<file path="src/rtl/dump_pkg.sv">
// Shared types for the data-memory dump controller: FSM state encoding,
// default geometry and the address type.
package dump_pkg;

    localparam int AW_DEF = 8;
    localparam int DW_DEF = 8;

    typedef logic [AW_DEF-1:0] addr_t;

    typedef enum logic [2:0] {
        IDLE = 3'd0,
        LOAD = 3'd1,
        SEND = 3'd2,
        FIN  = 3'd3,
        CSUM = 3'd4
    } dump_state_t;

endpackage

</file>
<file path="src/rtl/dm_dump_ctrl.sv">
// Post-run data-memory readout: streams a wrapping address window one byte per beat.
// Optional trailing checksum beat when DUMP_CHECKSUM_EN is defined.
module dm_dump_ctrl
    import dump_pkg::*;
#(
    parameter int AW = AW_DEF,
    parameter int DW = DW_DEF
) (
    input  logic          clk,
    input  logic          reset,
    input  logic          cpu_done,
    input  logic [AW-1:0] first_addr,
    input  logic [AW-1:0] last_addr,
    output logic          dm_sel,
    output logic [AW-1:0] dm_addr,
    input  logic [DW-1:0] dm_rd_data,
    output logic          out_valid,
    input  logic          out_ready,
    output logic [DW-1:0] out_data,
    output logic [AW-1:0] out_addr,
    output logic          out_last,
    output logic          busy,
    output logic          dump_done
);

    dump_state_t   r_state, w_state;
    logic [AW-1:0] r_ptr, w_ptr;
    logic [AW-1:0] r_last, w_last;
    logic          r_dm_sel, w_dm_sel;
    logic          r_busy, w_busy;
    logic          r_done, w_done;
    logic          r_valid, w_valid;
    logic [DW-1:0] r_data, w_data;
    logic [AW-1:0] r_addr, w_addr;
    logic          r_olast, w_olast;
    logic          w_accept;
`ifdef DUMP_CHECKSUM_EN
    logic [DW-1:0] r_sum, w_sum;
`endif

    assign w_accept = r_valid & out_ready;

    // Next-state and next-datapath logic for the dump sequencer
    always_comb begin
        w_state  = r_state;
        w_ptr    = r_ptr;
        w_last   = r_last;
        w_dm_sel = r_dm_sel;
        w_busy   = r_busy;
        w_done   = r_done;
        w_valid  = r_valid;
        w_data   = r_data;
        w_addr   = r_addr;
        w_olast  = r_olast;
`ifdef DUMP_CHECKSUM_EN
        w_sum    = r_sum;
`endif
        case (r_state)
            IDLE: begin
                if (cpu_done) begin
                    w_ptr    = first_addr;
                    w_last   = last_addr;
                    w_dm_sel = 1'b1;
                    w_busy   = 1'b1;
`ifdef DUMP_CHECKSUM_EN
                    w_sum    = {DW{1'b0}};
`endif
                    w_state  = LOAD;
                end else begin
                    w_state  = IDLE;
                end
            end
            LOAD: begin
                w_data  = dm_rd_data;
                w_addr  = r_ptr;
`ifdef DUMP_CHECKSUM_EN
                w_olast = 1'b0;
`else
                w_olast = (r_ptr == r_last);
`endif
                w_valid = 1'b1;
                w_state = SEND;
            end
            SEND: begin
                if (w_accept) begin
                    w_valid = 1'b0;
`ifdef DUMP_CHECKSUM_EN
                    w_sum   = r_sum + r_data;
`endif
                    if (r_ptr != r_last) begin
                        w_ptr   = r_ptr + {{(AW-1){1'b0}}, 1'b1};
                        w_state = LOAD;
                    end else begin
`ifdef DUMP_CHECKSUM_EN
                        // Checksum beat reuses the output registers, tagged with the last address
                        w_valid = 1'b1;
                        w_data  = r_sum + r_data;
                        w_addr  = r_last;
                        w_olast = 1'b1;
                        w_state = CSUM;
`else
                        w_dm_sel = 1'b0;
                        w_busy   = 1'b0;
                        w_done   = 1'b1;
                        w_state  = FIN;
`endif
                    end
                end else begin
                    w_state = SEND;
                end
            end
`ifdef DUMP_CHECKSUM_EN
            CSUM: begin
                if (w_accept) begin
                    w_valid  = 1'b0;
                    w_dm_sel = 1'b0;
                    w_busy   = 1'b0;
                    w_done   = 1'b1;
                    w_state  = FIN;
                end else begin
                    w_state  = CSUM;
                end
            end
`endif
            FIN: begin
                w_state = FIN;
            end
            default: begin
                w_state = IDLE;
            end
        endcase
    end

    // State and datapath registers; reset aborts any dump in progress
    always_ff @(posedge clk) begin
        if (reset) begin
            r_state  <= IDLE;
            r_ptr    <= {AW{1'b0}};
            r_last   <= {AW{1'b0}};
            r_dm_sel <= 1'b0;
            r_busy   <= 1'b0;
            r_done   <= 1'b0;
            r_valid  <= 1'b0;
            r_data   <= {DW{1'b0}};
            r_addr   <= {AW{1'b0}};
            r_olast  <= 1'b0;
`ifdef DUMP_CHECKSUM_EN
            r_sum    <= {DW{1'b0}};
`endif
        end else begin
            r_state  <= w_state;
            r_ptr    <= w_ptr;
            r_last   <= w_last;
            r_dm_sel <= w_dm_sel;
            r_busy   <= w_busy;
            r_done   <= w_done;
            r_valid  <= w_valid;
            r_data   <= w_data;
            r_addr   <= w_addr;
            r_olast  <= w_olast;
`ifdef DUMP_CHECKSUM_EN
            r_sum    <= w_sum;
`endif
        end
    end

    assign dm_sel    = r_dm_sel;
    assign dm_addr   = r_dm_sel ? r_ptr : {AW{1'b0}};
    assign out_valid = r_valid;
    assign out_data  = r_data;
    assign out_addr  = r_addr;
    assign out_last  = r_olast;
    assign busy      = r_busy;
    assign dump_done = r_done;

endmodule

</file>
<file path="config.mk">
export PLATFORM = sky130hd
export DESIGN_NAME = dm_dump_ctrl
export DESIGN_NICKNAME = d
export VERILOG_FILES = /design/src/rtl/dump_pkg.sv /design/src/rtl/dm_dump_ctrl.sv
export SDC_FILE = /design/constraint.sdc
export NUM_CORES = 1
export LEC_CHECK = 0
export CAP_MARGIN = 20
export CORE_MARGIN = 3
export CORE_UTILIZATION = 49
export DETAILED_ROUTE_END_ITERATION = 7
export PLACE_DENSITY = 0.84
export RECOVER_POWER = 25
export SLEW_MARGIN = 20
export SYNTH_ARGS = -nofsm -noshare
export SYNTH_HDL_FRONTEND = slang
export SYNTH_SLANG_ARGS = --single-unit
</file>
<file path="constraint.sdc">
create_clock -name clk -period 2.4 [get_ports clk]
set_input_delay 0.24 -clock clk [delete_from_list [all_inputs] [get_ports clk]]
set_output_delay 0.24 -clock clk [all_outputs]
set_load 0.02 [all_outputs]
</file>
# After elaboration in Yosys (flattened, before gate mapping)
# Index checks and enable logic that the tools add are counted.
[totals]
reg_bits = 39
latch_bits = 0
mem_bits_rw = 0
romBits = 0
in_bits = 28
output_inout_bits = 29
word_cells = 44
memories = 0
[op_classes]
addsub = 1
multipliers = 0
div = 0
magnitude_cmp = 0
n_eq_ne = 9
shift = 0
muxes = 15
n_bitwise = 2
reduce_logical = 8
[ops]
columns = ["cell", "n"]
rows = [
  ["8-bit two-way mux", 4],
  ["8-bit case mux with 2 select lines", 1],
  ["3-bit case mux with 4 select lines", 1],
  ["8-bit by 1-bit adder with 8-bit output, second input constant", 1],
  ["8-bit == test", 1],
  ["2-bit inequality test, second input constant", 4],
  ["8-bit inequality test", 1],
  ["4-bit AND reduction", 2],
  ["3-bit by 2-bit == test with 1-bit output, second input constant", 2],
  ["1-bit two-way mux", 5],
  ["1-bit case mux with 2 select lines", 2],
  ["2-bit AND reduction", 2],
  ["2-bit nonzero test", 2],
  ["3-bit by 1-bit == test with 1-bit output, second input constant", 1],
  ["3-bit zero test", 1],
  ["3-bit two-way mux", 1],
  ["3-bit AND reduction", 1],
  ["2-bit two-way mux", 1],
  ["1-bit bitwise AND", 1],
  ["1-bit inverter", 1],
]

# Logic depth before layout (Yosys ltp)
[logic_depth]
ltp_word = 4
mapped_depth = 7
depth_no_buf = 6

# Worst setup path before layout
# Ideal clock, no wire load.
[synth_timing]
kind = "reg2reg"
startpoint = "register r_ptr[0]"
endpoint = "register r_ptr[2]"
setup_ns = 0.127
arrival_ns = 1.425
t_required_ns = 2.273
slack_ns = 0.848
stages_incl_launch_ff = 7
n_path_buf = 1
period_less_slack_ns = 1.552
cell_sequence = "dfxtp_1 xnor2_1 nand4_2 o311ai_2 buf_6 mux2i_1 o21ai_1"
[synth_between]
elab_chain_len = 4
elab_cells_between_ends = 7
classes_between = "1 x add/sub; 2 x eq/ne; 3 x mux; 1 x reduce/logical"
[synth_rtl]
columns = ["element", "line_no", "rtl"]
rows = [
  ["start, declared", "dm_dump_ctrl.sv:27", "logic [AW-1:0] r_ptr, w_ptr;"],
  ["start signal, assigned", "dm_dump_ctrl.sv:138", "r_ptr <= {AW{1'b0}};"],
  ["start signal, assigned", "dm_dump_ctrl.sv:152", "r_ptr <= w_ptr;"],
  ["8-bit by 1-bit adder with 8-bit output", "dm_dump_ctrl.sv:91", "w_ptr = r_ptr + {{(AW-1){1'b0}}, 1'b1};"],
  ["8-bit two-way mux", "dm_dump_ctrl.sv:90", "if (r_ptr != r_last) begin"],
  ["8-bit two-way mux", "dm_dump_ctrl.sv:85", "if (w_accept) begin"],
  ["8-bit case mux with 2 select lines", "dm_dump_ctrl.sv:58", "case (r_state)"],
]
# Several ways; a longest one is shown, not always the timed one. The select of a mux whose other input is x is not followed.
# A chain may end at the register's enable or synchronous reset.

# Worst setup path after layout
[layout_timing]
startpoint = "register r_ptr[2]"
endpoint = "output dm_addr[2]"
[layout_between]
elab_chain_len = 1
[layout_rtl]
columns = ["element", "line_no", "rtl"]
rows = [
  ["8-bit two-way mux", "dm_dump_ctrl.sv:168", "assign dm_addr = r_dm_sel ? r_ptr : {AW{1'b0}};"],
  ["end, declared", "dm_dump_ctrl.sv:15", "output logic [AW-1:0] dm_addr,"],
]
# No other way between the ends.

==> metrics.md <==
| Metric | Value |
|---|---|
| Outcome | `completed` |
| Switch Pwr | `~0.47 mW` |
| Worst R2R End | `r_ptr[1]$_SDFFE_PP0P_` |
| Routed len/inst | `around 14 µm` |
| Row count | `21` |
| CTS max path bufs | `2` |
| Final Routed Wirelength | `roughly 4.5 mm` |
| Postcts setup bufs | `0` |
| Gr usage total | `roughly a fifth` |
| Die area | `around 4400 µm²` |
| Tightest Pin Transition | `around 700 ps` |
| RePlAce Congestion | `about 0.85` |
| Data arrival, critical path | `1760 ps` |
| Ys flop type | `dfxtp_1` |
| Top-count cell post-synth | `nand2_1` |
| Pre-CTS setup slack | `between 500 and 600 ps` |
| Worst-case reg-to-reg path depth | `6` |
| RSZ-0062 raised after global routing | `false` |
| Yosys reg bits | `38` |
| EDFF count, synth | `0` |
| Logic pwr share | `24.8%` |
| Worst Hold Depth | `3` |
| Die width | `66.5 µm` |
| Hold_sp | `dm_rd_data[1]` |
| Area Growth Syn to Fin | `35.6%` |
| Post-synth top area share | `roughly 42%` |
| Cell area after synthesis | `between 1500 and 2000 µm²` |
| Max-cap violations | `0` |
| Nets | `299` |
| Post-DP HPWL | `3.15 mm` |
| Boundary Pins | `between 50 and 60` |
| TritonCTS clock tree | `done` |
| Ant. Diodes | `0` |
| Reg2reg setup slack | `approximately 560 ps` |
| Leakage power | `around 0.9 nW` |
| Syn avg cell area | `between 8 and 9 µm²` |
| Global route overflow | `0` |
| Hold_buf cts | `0` |
| Drt pass-1 iters | `4` |
| DR vias | `1643` |
| Die H | `66.5 µm` |
| Rel. slew slack | `between 50 and 60%` |
| Initial antenna violation count | `0` |
| Largest net degree at the start of global routing | `23` |
| Clock network power share | `24.4%` |
| First-pass GRT wire length | `7.04 mm` |
| Min Tclk post-route | `between 2000 and 2500 ps` |
| Count of final hold-check violations | `0` |
| Kind of critical path | `flop to output port` |
| Yosys warning count | `0` |
| Vias in the first global route | `1471` |
| Setup violations, final | `0` |
| Period utilization | `a little over four fifths` |
| CTS buffer count | `5` |
| Post-DRT Antenna Nets | `0` |
| Max VDD drop | `~380 µV` |
| Dominant cells by area after synthesis | `dfxtp_1 (42%), nand2_1 (9.0%), a21oi_1 (7.3%)` |
| Clock root buffer | `clkbuf_4` |
| Post-CTS sizing | `0` |
| Startpoint types | `flop` |
| Distinct cell type count after synthesis | `36` |
| Critical Path Fanout Max | `10` |
| Vias/cell | `about 5.2` |
| Fin. max-slew vios | `0` |
| Syn Nets | `between 200 and 250` |
| HP Class | `input port to flop` |
| Synth cell count leaders | `nand2_1 (43), dfxtp_1 (38), a21oi_1 (26)` |
| Core footprint | `between 3000 and 4000 µm²` |
| Pwr Density | `between 600 and 700 nW/µm²` |
| DRC errors left | `0` |
| Share of synthesized registers carrying an async set or reset | `0%` |
| Post-synth top area cell | `dfxtp_1` |
| Worst hold endpoint | `out_data[1]$_SDFFE_PP0P_` |
| FF-to-FF Start | `r_ptr[4]$_SDFFE_PP0P_` |
| Worst Setup End Kind | `output port` |
| Clock Latency Late Sink | `around 360 ps` |
| Fmax | `around 0.5 GHz` |
| Sw Share | `31.8%` |
| Critical path data required time | `2160 ps` |
| Sequential group share of total power | `50.9%` |
| Clk sinks | `38` |
| Htree depth | `2` |
| Cell Int Power | `1.00 mW` |
| Fin Clk Skew | `around 12 ps` |
| Gate count after technology mapping | `roughly 220` |
| Worst-path clk slew | `roughly 120 ps` |
| Effective utilization at floorplan | `52.5%` |
| Final setup TNS | `0 ps` |
| Final Worst Setup Slack | `slightly below 400 ps` |
| Share of cells above drive strength 1 | `~6.6%` |
| Initial drt markers | `around 110` |
| Sequential share of the synthesized area | `a little over two fifths` |
| Port buffer count | `between 50 and 60` |
[per-layer routing]
metal / wire (µm) / share of wire, % / track usage, %
met1: 2150 / 48 / 29.7
met2: 2000 / 45 / 30.5
met3: 241 / 5.4 / 6.41
met4: 68 / 1.5 / 7.36
met5: 0 / 0 / 0
[registers in the layout, indices dropped and copies added (netlist names)]
register	count
out_valid	1
r_state	2
out_last	1
out_addr	8
busy	1
r_ptr	8
out_data	8
r_last	8
dump_done	1
[power groups by stage]
stage	combinational (mW)	sequential [mW]	clock, mW
finish	0.363	0.747	0.358
global route	0.394	0.754	0.397
CTS	0.368	0.745	0.364
detailed placement	0.365	0.759	0
global placement	0.360	0.757	0
floorplan	0.234	0.749	0
[worst max-delay path, cell delays in order, from the launching register on]
cell	delay, ps
dfxtp_1	610
and2_1	200
clkdlybuf4s50_1	600
[layout by cell type, fill, tap and decap left out, drive strengths merged]
cell,Yosys,routed
nand3,4,4
o21bai,1,1
dfxtp,38,38
inv,3,3
o311ai,1,1
a31oi,1,1
o31ai,1,1
clkinv,0,1
and2,9,9
a311oi,1,1
nor2b,4,4
nand2b,7,7
mux2,1,1
o32ai,3,3
o21ai,7,7
nor3,3,3
nand2,43,43
or3,1,1
and3,1,1
or4,1,1
clkbuf,7,6
a211oi,2,2
ha,1,1
dlygate4sd3,0,15
buf,8,5
clkinvlp,0,1
nand4,3,3
clkdlybuf4s50,0,41
and4,1,1
mux2i,10,10
nor2,19,19
a21oi,26,26
xnor2,8,8
and3b,1,1
a22o,1,1
[area by class of cell]
class | instances | area, µm²
multi-input combinational | 161 | 926
tap | 46 | 57.6
clock inverter | 2 | 12.5
clock buffer | 6 | 51.3
timing repair buffer | 61 | 611
sequential | 38 | 761
inverter | 3 | 11.3
fill | 284 | 986
[cell families after synthesis]
| kind of cell | count (synthesis) | share of synthesized area, % |
|---|---|---|
| AO/OA/AOI/OAI | 44 | 14.6 |
| XOR/XNOR | 8 | 4.75 |
| multiplexers | 11 | 6.22 |
| flip-flops | 38 | 42.5 |
| adder cells (fa/ha/maj) | 1 | 0.698 |
| buffers and inverters | 18 | 5.87 |
| AND/OR/NAND/NOR | 97 | 25.4 |
[metrics by stage]
| step | hold WS (ps) | instances | area [µm²] | total power [mW] | utilization [%] |
|---|---|---|---|---|---|
| 2_1_floorplan | 376 | 217 | 1790 | 0.983 | - |
| 3_3_place_gp | 441 | 309 | 2370 | 1.12 | 69.3 |
| 3_5_place_dp | 445 | 309 | 2370 | 1.12 | 69.3 |
| 4_1_cts | 418 | 317 | 2430 | 1.48 | 71.1 |
| 5_1_grt | 408 | 317 | 2430 | 1.54 | 71.1 |
| 6_report | 419 | 317 | 2430 | 1.47 | 71.1 |
[how the worst max path moves through the flow]
| stage | slack [ps] | cells past startpoint | startpoint | to |
|---|---|---|---|---|
| finish | 400 | 2 | r_ptr[2]$_SDFFE_PP0P_ | dm_addr[2] |
| CTS | 410 | 2 | r_ptr[2]$_SDFFE_PP0P_ | dm_addr[2] |
| detailed placement | 520 | 5 | cpu_done | r_last[1]$_SDFFE_PP0P_ |
| global placement | 560 | 5 | cpu_done | r_last[1]$_SDFFE_PP0P_ |
| floorplan | 850 | 6 | r_ptr[0]$_SDFFE_PP0P_ | r_ptr[2]$_SDFFE_PP0P_ |
| global route | 330 | 2 | r_ptr[3]$_SDFFE_PP0P_ | dm_addr[3] |
Power figures use the tool's default switching activity.
